==> config.mk <==
export PLATFORM = sky130hd
export DESIGN_NAME = game_flow_ctrl
export DESIGN_NICKNAME = d
export VERILOG_FILES = /design/src/rtl/game_flow_ctrl.sv
export SDC_FILE = /design/constraint.sdc
export NUM_CORES = 1
export LEC_CHECK = 0
export BUFFER_PORTS_ARGS = -buffer_cell sky130_fd_sc_hd__buf_2
export CORE_MARGIN = 3
export CORE_UTILIZATION = 45
export CTS_BUF_LIST = sky130_fd_sc_hd__clkbuf_2
export DETAILED_ROUTE_END_ITERATION = 10
export GPL_TIMING_DRIVEN = 0
export HOLD_SLACK_MARGIN = 0.02
export PLACE_DENSITY = 0.78
export RECOVER_POWER = 100
export SLEW_MARGIN = 20
export SYNTH_ARGS = -nofsm -noshare
export SYNTH_HDL_FRONTEND = slang
export SYNTH_SLANG_ARGS = --single-unit
==> constraint.sdc <==
create_clock -name clk -period 6.1 [get_ports clk]
set_clock_uncertainty 0.1 [all_clocks]
set_input_delay 1.525 -clock clk [delete_from_list [all_inputs] [get_ports clk]]
set_output_delay 1.525 -clock clk [all_outputs]
set_load 0.005 [all_outputs]
==> src/rtl/game_flow_ctrl.sv <==
// Typing-game sequencer: menu navigation, pre-game countdown, abort/restart.
// Owns the game state, the mode bit and the 7-bit target value consumed by
// the word/time datapath.
module game_flow_ctrl #(
  parameter int unsigned TICK_DIV   = 1000000,
  parameter int unsigned COUNT_SECS = 3,
  parameter int unsigned TIME_MIN   = 15,
  parameter int unsigned TIME_MAX   = 60,
  parameter int unsigned TIME_STEP  = 15,
  parameter int unsigned WORD_MIN   = 10,
  parameter int unsigned WORD_MAX   = 50,
  parameter int unsigned WORD_STEP  = 10
) (
  input  logic         clk,
  input  logic         rst,
  input  logic         key_valid,
  input  logic [8:0]   last_change,
  input  logic [127:0] key_down,
  input  logic         finish,
  output logic [1:0]   state,
  output logic         mode,
  output logic [6:0]   value,
  output logic [3:0]   cd_digit,
  output logic         start_pulse
);

  typedef enum logic [1:0] {
    S_SELECT    = 2'd0,
    S_COUNTDOWN = 2'd1,
    S_INGAME    = 2'd2,
    S_FINISH    = 2'd3
  } state_t;

  localparam int unsigned TICK_W = (TICK_DIV > 1) ? $clog2(TICK_DIV) : 1;
  localparam logic [TICK_W-1:0] TICK_LAST = TICK_W'(TICK_DIV - 1);
  localparam logic [6:0] SEC_LAST = 7'd99;

  localparam logic [8:0] KEY_ENTER = 9'h05A;
  localparam logic [8:0] KEY_ESC   = 9'h076;
  localparam logic [8:0] KEY_TAB   = 9'h00D;
  localparam logic [8:0] KEY_UP    = 9'h175;
  localparam logic [8:0] KEY_DOWN  = 9'h172;

  state_t              r_state;
  logic                r_mode;
  logic [6:0]          r_value;
  logic [3:0]          r_cd;
  logic                r_start;
  logic                r_held;
  logic [TICK_W-1:0]   r_tick_cnt;
  logic [6:0]          r_sec_cnt;

  state_t              w_state_nxt;
  logic                w_mode_nxt;
  logic [6:0]          w_value_nxt;
  logic [3:0]          w_cd_nxt;
  logic                w_start_nxt;
  logic [TICK_W-1:0]   w_tick_nxt;
  logic [6:0]          w_sec_nxt;

  logic                w_key_bit;
  logic                w_press;
  logic                w_enter, w_esc, w_tab, w_up, w_down;
  logic [6:0]          w_min, w_max, w_step, w_tab_min;
  logic [7:0]          w_sum;
  logic [6:0]          w_up_val, w_down_val;
  logic                w_tick;

  // Make-event detection: a key counts once per make, auto-repeat suppressed.
  assign w_key_bit = key_down[last_change[6:0]];
  assign w_press   = key_valid & w_key_bit & ~r_held;
  assign w_enter   = w_press & (last_change == KEY_ENTER);
  assign w_esc     = w_press & (last_change == KEY_ESC);
  assign w_tab     = w_press & (last_change == KEY_TAB);
  assign w_up      = w_press & (last_change == KEY_UP);
  assign w_down    = w_press & (last_change == KEY_DOWN);

  // Value range of the current mode, and the minimum of the other mode for TAB.
  assign w_min     = r_mode ? 7'(WORD_MIN)  : 7'(TIME_MIN);
  assign w_max     = r_mode ? 7'(WORD_MAX)  : 7'(TIME_MAX);
  assign w_step    = r_mode ? 7'(WORD_STEP) : 7'(TIME_STEP);
  assign w_tab_min = r_mode ? 7'(TIME_MIN)  : 7'(WORD_MIN);

  // Saturating step arithmetic; the sum is 8 bits wide so it never wraps.
  assign w_sum      = {1'b0, r_value} + {1'b0, w_step};
  assign w_up_val   = (w_sum > {1'b0, w_max}) ? w_max : w_sum[6:0];
  assign w_down_val = ({1'b0, r_value} < ({1'b0, w_min} + {1'b0, w_step}))
                      ? w_min : (r_value - w_step);

  assign w_tick = (r_tick_cnt == TICK_LAST);

  // State and datapath registers.
  always_ff @(posedge clk or posedge rst) begin
    if (rst) begin
      r_state    <= S_SELECT;
      r_mode     <= 1'b0;
      r_value    <= 7'(TIME_MIN);
      r_cd       <= 4'd0;
      r_start    <= 1'b0;
      r_held     <= 1'b0;
      r_tick_cnt <= '0;
      r_sec_cnt  <= 7'd0;
    end else begin
      r_state    <= w_state_nxt;
      r_mode     <= w_mode_nxt;
      r_value    <= w_value_nxt;
      r_cd       <= w_cd_nxt;
      r_start    <= w_start_nxt;
      r_held     <= w_key_bit;
      r_tick_cnt <= w_tick_nxt;
      r_sec_cnt  <= w_sec_nxt;
    end
  end

  // Next-state and next-output decode; counters idle at 0 outside COUNTDOWN.
  always_comb begin
    w_state_nxt = r_state;
    w_mode_nxt  = r_mode;
    w_value_nxt = r_value;
    w_cd_nxt    = r_cd;
    w_start_nxt = 1'b0;
    w_tick_nxt  = '0;
    w_sec_nxt   = 7'd0;
    case (r_state)
      S_SELECT: begin
        if (w_tab) begin
          w_mode_nxt  = ~r_mode;
          w_value_nxt = w_tab_min;
        end else if (w_up) begin
          w_value_nxt = w_up_val;
        end else if (w_down) begin
          w_value_nxt = w_down_val;
        end else if (w_enter) begin
          w_state_nxt = S_COUNTDOWN;
          w_cd_nxt    = 4'(COUNT_SECS);
        end
      end
      S_COUNTDOWN: begin
        if (w_esc) begin
          w_state_nxt = S_SELECT;
          w_cd_nxt    = 4'd0;
        end else begin
          w_tick_nxt = w_tick ? '0 : (r_tick_cnt + TICK_W'(1));
          w_sec_nxt  = r_sec_cnt;
          if (w_tick) begin
            if (r_sec_cnt == SEC_LAST) begin
              w_sec_nxt = 7'd0;
              if (r_cd == 4'd1) begin
                w_state_nxt = S_INGAME;
                w_cd_nxt    = 4'd0;
                w_start_nxt = 1'b1;
                w_tick_nxt  = '0;
              end else begin
                w_cd_nxt = r_cd - 4'd1;
              end
            end else begin
              w_sec_nxt = r_sec_cnt + 7'd1;
            end
          end
        end
      end
      S_INGAME: begin
        if (w_esc) begin
          w_state_nxt = S_SELECT;
        end else if (finish) begin
          w_state_nxt = S_FINISH;
        end
      end
      S_FINISH: begin
        if (w_enter || w_esc) begin
          w_state_nxt = S_SELECT;
        end
      end
      default: begin
        w_state_nxt = S_SELECT;
      end
    endcase
  end

  assign state       = r_state;
  assign mode        = r_mode;
  assign value       = r_value;
  assign cd_digit    = r_cd;
  assign start_pulse = r_start;

endmodule

=== Word-level counts from Yosys, hierarchy flattened ===
Cells that the tools add are included.

* Equal/unequal tests: 20
* Multiplexer cells: 46
* Bitwise logic cells: 9
* Order comparisons: 3
* $add $sub $neg: 6
* Reductions and logical operators: 8

{| class="wikitable"
|+ Operator list
! cell !! number
|-
| $mux 20 || 6
|-
| $mux 7 || 9
|-
| $mux 4 || 9
|-
| $mux 2 || 11
|-
| $add 20x1->20 const B || 1
|-
| $eq 20x20->1 const B || 1
|-
| $eq 9x7->1 const B || 2
|-
| $eq 9x9->1 const B || 2
|-
| $ne 3x3->1 const B || 4
|-
| $ne 2x2->1 const B || 5
|-
| $eq 9x4->1 const B || 1
|-
| $reduce_and 9->1 || 1
|-
| $add 7x4->8 || 1
|-
| $gt 8x6->1 || 1
|-
| $lt 7x8->1 const B || 1
|-
| $pmux 2 s4 || 1
|-
| $pmux 4 s2 || 1
|-
| $add 7x1->7 const B || 1
|-
| $and 1x1->1 || 7
|-
| $bmux 1 s7 || 1
|-
| $eq 7x7->1 const B || 1
|-
| $lt 7x5->1 || 1
|-
| $reduce_and 7->1 || 1
|-
| $sub 7x4->7 || 1
|-
| 13 further kinds || 22
|}

* Logic and storage cells: 100
* Output and inout port bits: 15
* Register bits after elaboration: 43
* Input bits: 141

=== Depth between registers and ports, before layout ===
Gate-level depths: netlist (run 1).

* Word-level depth: 10
* Depth in mapped cells: 16
* Depth with buffers taken out: 15

=== Least setup slack after synthesis (run 1) ===
Ideal clock, no wire load.

* Path kind: input -> register
* From: input last_change[1]
* To: register r_cd[1] (netlist: cd_digit[1])
* Path buffers: 3
* Slack: 1.723 ns
* Data arrival time: 4.152 ns
* Required time: 5.875 ns
* Library setup time: 0.125 ns
* Cell stages on the path: 12
* Cells stage by stage: buf_6 > buf_12 > mux4_2 > mux4_2 > o22ai_1 > nor3_1 > o32ai_2 > o21ai_1 > or2_2 > buf_2 > nand2b_4 > mux2_4

* Cells in the longest elaborated chain, start to end: 7
* Elaborated cells between the ends (all ways): 23
* Those cells by class: eq/ne: 11; mux: 4; bitwise: 7; reduce/logical: 1

{| class="wikitable"
|+ RTL lines
! item !! line !! source
|-
| start, declared || 17 || <nowiki>input logic [8:0] last_change,</nowiki>
|-
| $bmux 1 s7 || 70 || <nowiki>assign w_key_bit = key_down[last_change[6:0]];</nowiki>
|-
| $mux 1 (not written as such) || 70 ||
|-
| $and 1x1->1 (2 in a row) || 71 || <nowiki>assign w_press = key_valid & w_key_bit & ~r_held;</nowiki>
|-
| $and 1x1->1 (on tied branches) || -- ||
|-
| $ne 3x3->1 (no source line), or another cell as far along || -- ||
|-
| $reduce_and 7->1 (no source line) or $pmux 4 s2 (tied branches) || -- ||
|-
| end signal, assigned || 107 || <nowiki>r_cd <= w_cd_nxt;</nowiki>
|-
| end, declared || 47 || <nowiki>logic [3:0] r_cd;</nowiki>
|}

Parallel ways exist; a longest one is shown, timed or not. The select of a mux whose other input is x is not followed.
A chain may end at the register's enable or synchronous reset.

=== Worst setup path after layout (run 1) ===
* From: input last_change[3]
* To: register r_cd[1] (netlist: cd_digit[1])

Same word-level chain as after synthesis.

==> results.cfg, run 1 <==
[yosys]
muxShareOfSynthArea_pct = 21.2
synth_cell_type_count = 70
synth_top_family_by_area = simple AND/OR/NAND/NOR gates
ys_seq_elements = 43
synth_top_area_share_pct = 23.6
ys_seq_area_share_pct = 26.1
synth.area.top_cells = dfrtp_1, mux2i_1, mux4_1, ha_1, nor2_1
synth_compound_area_share_pct = 13.6
synth_fa_ha_area_share_pct = 4.53
yosysTopAreaCell = dfrtp_1
syn_avg_cell_area_um2 = 9.12
synth_fp_nets = 610
async_reset_ff_share_pct = 100
synth_edf_count = 0
yosys.area_share.simple_pct = 22.0
yosys_warnings = 0
synth-xor-area-share_pct = 5.71
synth_cells = 454
synthFlopType = dfrtp_1
syn_area_um2 = 4140

[cts]
ctsResizeCount = 0
cts_setup_buffers = 0
hold_buffers = 0
htreeDepth = 2
clk_latency_ps = 410
clock_path_buffers = 2
cts_inserted_buffers = 5
cts_root_buf = clkbuf_2
clock-sinks = 43
cts_tree = done
clkTransAtPathRegs_ps = 210

[floorplan]
die-area_um2 = 10400
die_w_um = 102
initial_core_util_pct = 46.8
die_h_um = 102
num_rows = 34
ios = 156
core_um2 = 8850

[placed_design]
placed_cells = 715
io_buffer_count = 152
hpwl_um = 9720
dp_slack_ps = 1380
globalplace.congestion = 0.891
place_area_um2 = 5060

[routing]
drt_iter0_markers = 268
dr.pass1.iters = 4
drcViolationCount = 0
postRouteAntennaNets = 0
vias = 4113
post_drt_wl_per_cell_um = 16.1
viasPerCell = 5.69
wl_um = 11600

[sta]
finalSetupViolations = 0
slew_violations = 33
worst_slew_pin_slew_ps = 1690
layout_min_cycle_time_ps = 5050
post-route-period-util_pct = 82.7
timing.slew.headroom_pct = -12.6
setup_ws_ps = 1050
rsz0062_at_grt = no
tns_ps = 0
fmax_mhz = 198
hold_viol_final = 0

[cells_and_area]
design_area_um2 = 5050
drive_gt1_share_pct = 30.6
multi_input_area_um2 = 2770
fin_cells = 723
fill_cells = 823
regArea_um2 = 1080
diodes = 0
fin_nets = 770
area_growth_syn_to_layout_pct = 22.0

[worst_setup_path]
r2r_slack_ps = 1830
cp-end-kind = flop
setup.worst_path.class = in -> reg
critPathRequiredTime_ps = 6320
worst_ep_arrival_time_ps = 5260
crit_path_start_kind = input port
r2r_cells = 15
worstPathMaxFanout = 10

[pwr]
vdd_ir_drop_max_mv = 0.0785
power.total_uw = 702
leakage_uw = 0.00251
power_density_nw_per_um2 = 139

[worst_hold_path]
hold_path_depth = 1
hold_path_class = reg -> reg

[outcome]
status = finished with violations
violations = max-capacitance violations, max-slew violations

[global_route]
grt_usage_pct = 22.2
antenna_found_initial = 0
grt_pass1_wl_um = 18800
grt_overflow = 0
first_global_vias = 4186
grt_max_degree = 33

[run]
max_cap_violations = 1
[final cells by class]
type	count	area share, %
clock buffer	6	0.594
tap	108	2.67
timing repair buffer	153	14.9
multi-input combinational	359	54.8
clock inverter	2	0.248
sequential	43	21.4
inverter	23	1.71
buffer	29	3.69
[per-stage QoR]
stage / utilization [%] / hold slack (ps)
finish: 57.1 / 414
floorplan: - / 355
global route: 57.1 / 457
CTS: 57.6 / 417
detailed placement: 57.2 / 391
global placement: 56.9 / 380
[cells by family (layout without fill, tap and decap cells)]
kind of cell | count (synthesis) | count (layout)
multiplexers | 60 | 60
XOR/XNOR | 27 | 27
flip-flops | 43 | 43
AO/OA/AOI/OAI | 81 | 81
buffers and inverters | 52 | 213
adder cells (fa/ha/maj) | 15 | 15
AND/OR/NAND/NOR | 176 | 176
[cell usage after synthesis, types with 3 or more instances]
library cell	instances
nor2_1	45
dfrtp_1	39
mux2i_1	35
nand2_1	34
inv_1	23
nand3_1	23
xor2_1	18
ha_1	15
o21ai_0	15
clkbuf_1	14
a21oi_1	13
mux4_1	11
nor3_1	11
and3_1	10
a22oi_1	9
xnor2_1	9
nand4_1	8
mux4_2	7
nor2b_1	7
a31oi_1	6
mux2_2	6
or3_1	6
buf_2	5
nor4_1	5
o22ai_1	5
dfstp_2	4
o21a_1	4
a2111oi_0	3
a211oi_1	3
buf_12	3
nand2b_1	3
nor4b_1	3
o211ai_1	3
o31ai_1	3
or2_2	3
or4_1	3
[routing by layer]
layer	up-vias	GRT usage [%]	routed length [µm]
li1	2009	-	-
met1	1955	26.2	4790
met2	131	42.0	6030
met3	18	3.82	621
met4	0	5.35	195
met5	-	0	0
[sequential cells by signal (all words and copies together) (netlist names)]
| register | cells |
|---|---|
| cd_digit | 4 |
| start_pulse | 1 |
| r_sec_cnt | 7 |
| state | 2 |
| r_held | 1 |
| mode | 1 |
| r_tick_cnt | 20 |
| value | 7 |
[critical path: stages]
cell      delay, ps
clkbuf_1        100
clkbuf_1        390
clkbuf_1        460
mux4_1          360
mux2_2          280
o22ai_1         210
nor3_1           80
o32ai_1         430
clkbuf_1        370
nor2_1          190
a221o_1         390
nand2b_4        170
mux2_4          290
[layout by cell type (no fill, tap or decap), types with 9 or more instances in the layout]
cell type and instances:
mux2i_1 35, xor2_1 18, nor3_1 11, a21oi_1 13, nand3_1 23, a22oi_1 9, clkbuf_1 27, nand2_1 34
o21ai_0 16, dfrtp_1 39, xnor2_1 9, buf_2 146, inv_1 23, ha_1 15, mux4_1 11, and3_1 10
nor2_1 46
[where the power goes]
group,switching (µW),internal [µW]
Sequential,26.5,314
Combinational,112,127
Clock,93.6,29.2
[final timing paths]
check                                         from                      end
max                                 last_change[3]  cd_digit[1]$_DFFE_PP0P_
min                        r_tick_cnt[0]$_DFF_PP0_  r_tick_cnt[0]$_DFF_PP0_
max reg2reg                       mode$_DFFE_PP0P_     value[3]$_DFFE_PP1P_
min reg2reg                r_tick_cnt[0]$_DFF_PP0_  r_tick_cnt[0]$_DFF_PP0_
max in group asynchronous                      rst  cd_digit[0]$_DFFE_PP0P_
min in group asynchronous                      rst  r_tick_cnt[3]$_DFF_PP0_
(Power assumes the default switching activity.)
==> run 2: changes to the inputs <==
==> constraint.sdc (replaced) <==
create_clock -name clk -period 4.73 [get_ports clk]
set_clock_uncertainty 0.1 [all_clocks]
set_input_delay 1.1825 -clock clk [delete_from_list [all_inputs] [get_ports clk]]
set_output_delay 1.1825 -clock clk [all_outputs]
set_load 0.005 [all_outputs]
==> run 2 against run 1 <==
Effect of this change:
- the run still ends with max-capacitance violations, max-slew violations left
- global-route usage stayed put
- core utilization about the same
- wire length rose by 0.78%
- critical path depth is the same
- register-to-register slack got worse by 1400 ps
- power grew 29%
- first-iteration DRC count rose by 7.8%
- via count increased by 0.85%
- hold slack barely moved
- final area barely moved
- clock power grew 28%
- critical endpoint unchanged
==> results.cfg, run 2 (synthesis results as in run 1) <==
[sta]
timing.slew.headroom_pct = -12.6
fmax_mhz = 228
post-route-period-util_pct = 92.6
worst_slew_pin_slew_ps = 1690
tns_ps = 0
finalSetupViolations = 0
hold_ws_ps = 414
hold_viol_final = 0
layout_min_cycle_time_ps = 4380
slew_violations = 33
rsz0062_at_grt = no

[cts]
cts_inserted_buffers = 5
clkTransAtPathRegs_ps = 210
cts_root_buf = clkbuf_2
cts_setup_buffers = 0
hold_buffers = 0
clock_path_buffers = 2
htreeDepth = 2
clock-sinks = 43
ctsResizeCount = 0
cts_tree = done
clk_latency_ps = 410

[floorplan]
core_um2 = 8850
die_h_um = 102
num_rows = 34
initial_core_util_pct = 46.8
ios = 156
die_w_um = 102
die-area_um2 = 10400

[worst_setup_path]
worst_ep_arrival_time_ps = 4590
setup.worst_path.class = in -> reg
r2r_cells = 15
slowest_delay_ps = 450
r2r_slack_ps = 460
crit_path_start_kind = input port
worstPathMaxFanout = 10
cp_cell_sequence = clkbuf_1, buf_2, buf_2, nor2_1, a22oi_1, a211oi_1, nor3_1, o32ai_1, clkbuf_1, nor2_1, a221o_1, nand2b_4, mux2_1
critPathLaunch = last_change[3]
cp-end-kind = flop
r2r-end = value[3]$_DFFE_PP1P_
reg2reg_from = mode$_DFFE_PP0P_
cp_slowest_cell = nor2_1
critPathRequiredTime_ps = 4940

[global_route]
first_global_vias = 4186
antenna_found_initial = 0
grt_overflow = 0
grt_usage_pct = 22.2
grt_pass1_wl_um = 18800
grt_max_degree = 33

[cells_and_area]
largest_register_ffs = 20
fill_cells = 822
mostFrequentLayoutCell = buf_2
fin_cells = 723
fin_nets = 770
most-common-layout-cells = buf_2, nor2_1, dfrtp_1
top_register = r_tick_cnt
diodes = 0
area_growth_syn_to_layout_pct = 22.0
drive_gt1_share_pct = 30.7

[routing]
viasPerCell = 5.74
dr.pass1.iters = 6
postRouteAntennaNets = 0
post_drt_wl_per_cell_um = 16.2
wl_um = 11700
vias = 4148
drt_iter0_markers = 289
drcViolationCount = 0

[placed_design]
globalplace.congestion = 0.891
placed_cells = 715
io_buffer_count = 152
hpwl_um = 9720

[pwr]
power_density_nw_per_um2 = 179
leakage_uw = 0.00251
vdd_ir_drop_max_mv = 0.101

[worst_hold_path]
hold_path_class = reg -> reg
hold_path_depth = 1
min_to = r_tick_cnt[0]$_DFF_PP0_
hp-start = r_tick_cnt[0]$_DFF_PP0_

[outcome]
violations = max-capacitance violations, max-slew violations
status = finished with violations

[run]
max_cap_violations = 1
==> run 2: final cells by class <==
type | count | area [µm²] | area share (%)
Multi-Input combinational cell | 359 | 2760 | 54.7
Sequential cell | 43 | 1080 | 21.4
Timing Repair Buffer | 153 | 753 | 14.9
Buffer | 29 | 189 | 3.74
Tap cell | 108 | 135 | 2.68
Inverter | 23 | 86.3 | 1.71
Clock buffer | 6 | 30.0 | 0.595
Clock inverter | 2 | 12.5 | 0.248
==> run 2: worst max-delay path, delay by kind of cell <==
family                 cells  cell delay, ps
AOI/OAI and AO/OA          4            1300
buffers and inverters      4             870
muxes                      1             320
and+or+nand+nor            4             910
==> run 2: where the power goes <==
| part | internal, µW | switching (µW) |
|---|---|---|
| combinational | 163 | 144 |
| clock | 37.7 | 120 |
| sequential | 405 | 34.1 |
==> run 2: worst max path at each step <==
| stage | depth (start not counted) | slack, ps | to |
|---|---|---|---|
| after CTS | 15 | 470 | value[3]$_DFFE_PP1P_ |
| after detailed placement | 12 | 350 | cd_digit[1]$_DFFE_PP0P_ |
| after floorplan | 12 | 700 | cd_digit[1]$_DFFE_PP0P_ |
| after global placement | 12 | 380 | cd_digit[1]$_DFFE_PP0P_ |
| final | 13 | 350 | cd_digit[1]$_DFFE_PP0P_ |
| after global routing | 13 | 110 | cd_digit[1]$_DFFE_PP0P_ |
==> run 2: stage by stage <==
step | util [%] | setup slack, ps | instance area [µm²] | power, µW
floorplan | - | 695 | 4140 | 651
global placement | 56.9 | 377 | 5040 | 748
detailed placement | 57.2 | 350 | 5060 | 762
CTS | 57.6 | 468 | 5100 | 919
global route | 57.1 | 112 | 5050 | 975
finish | 57.1 | 351 | 5050 | 904
==> run 2: routing by layer <==
| layer | global-route usage [%] | vias up | share of wire (%) |
|---|---|---|---|
| met1 | 26.2 | 1976 | 41 |
| met5 | 0 | - | 0 |
| met4 | 5.35 | 0 | 1.9 |
| met2 | 42.0 | 144 | 52 |
| li1 | - | 2004 | - |
| met3 | 3.82 | 24 | 5.4 |
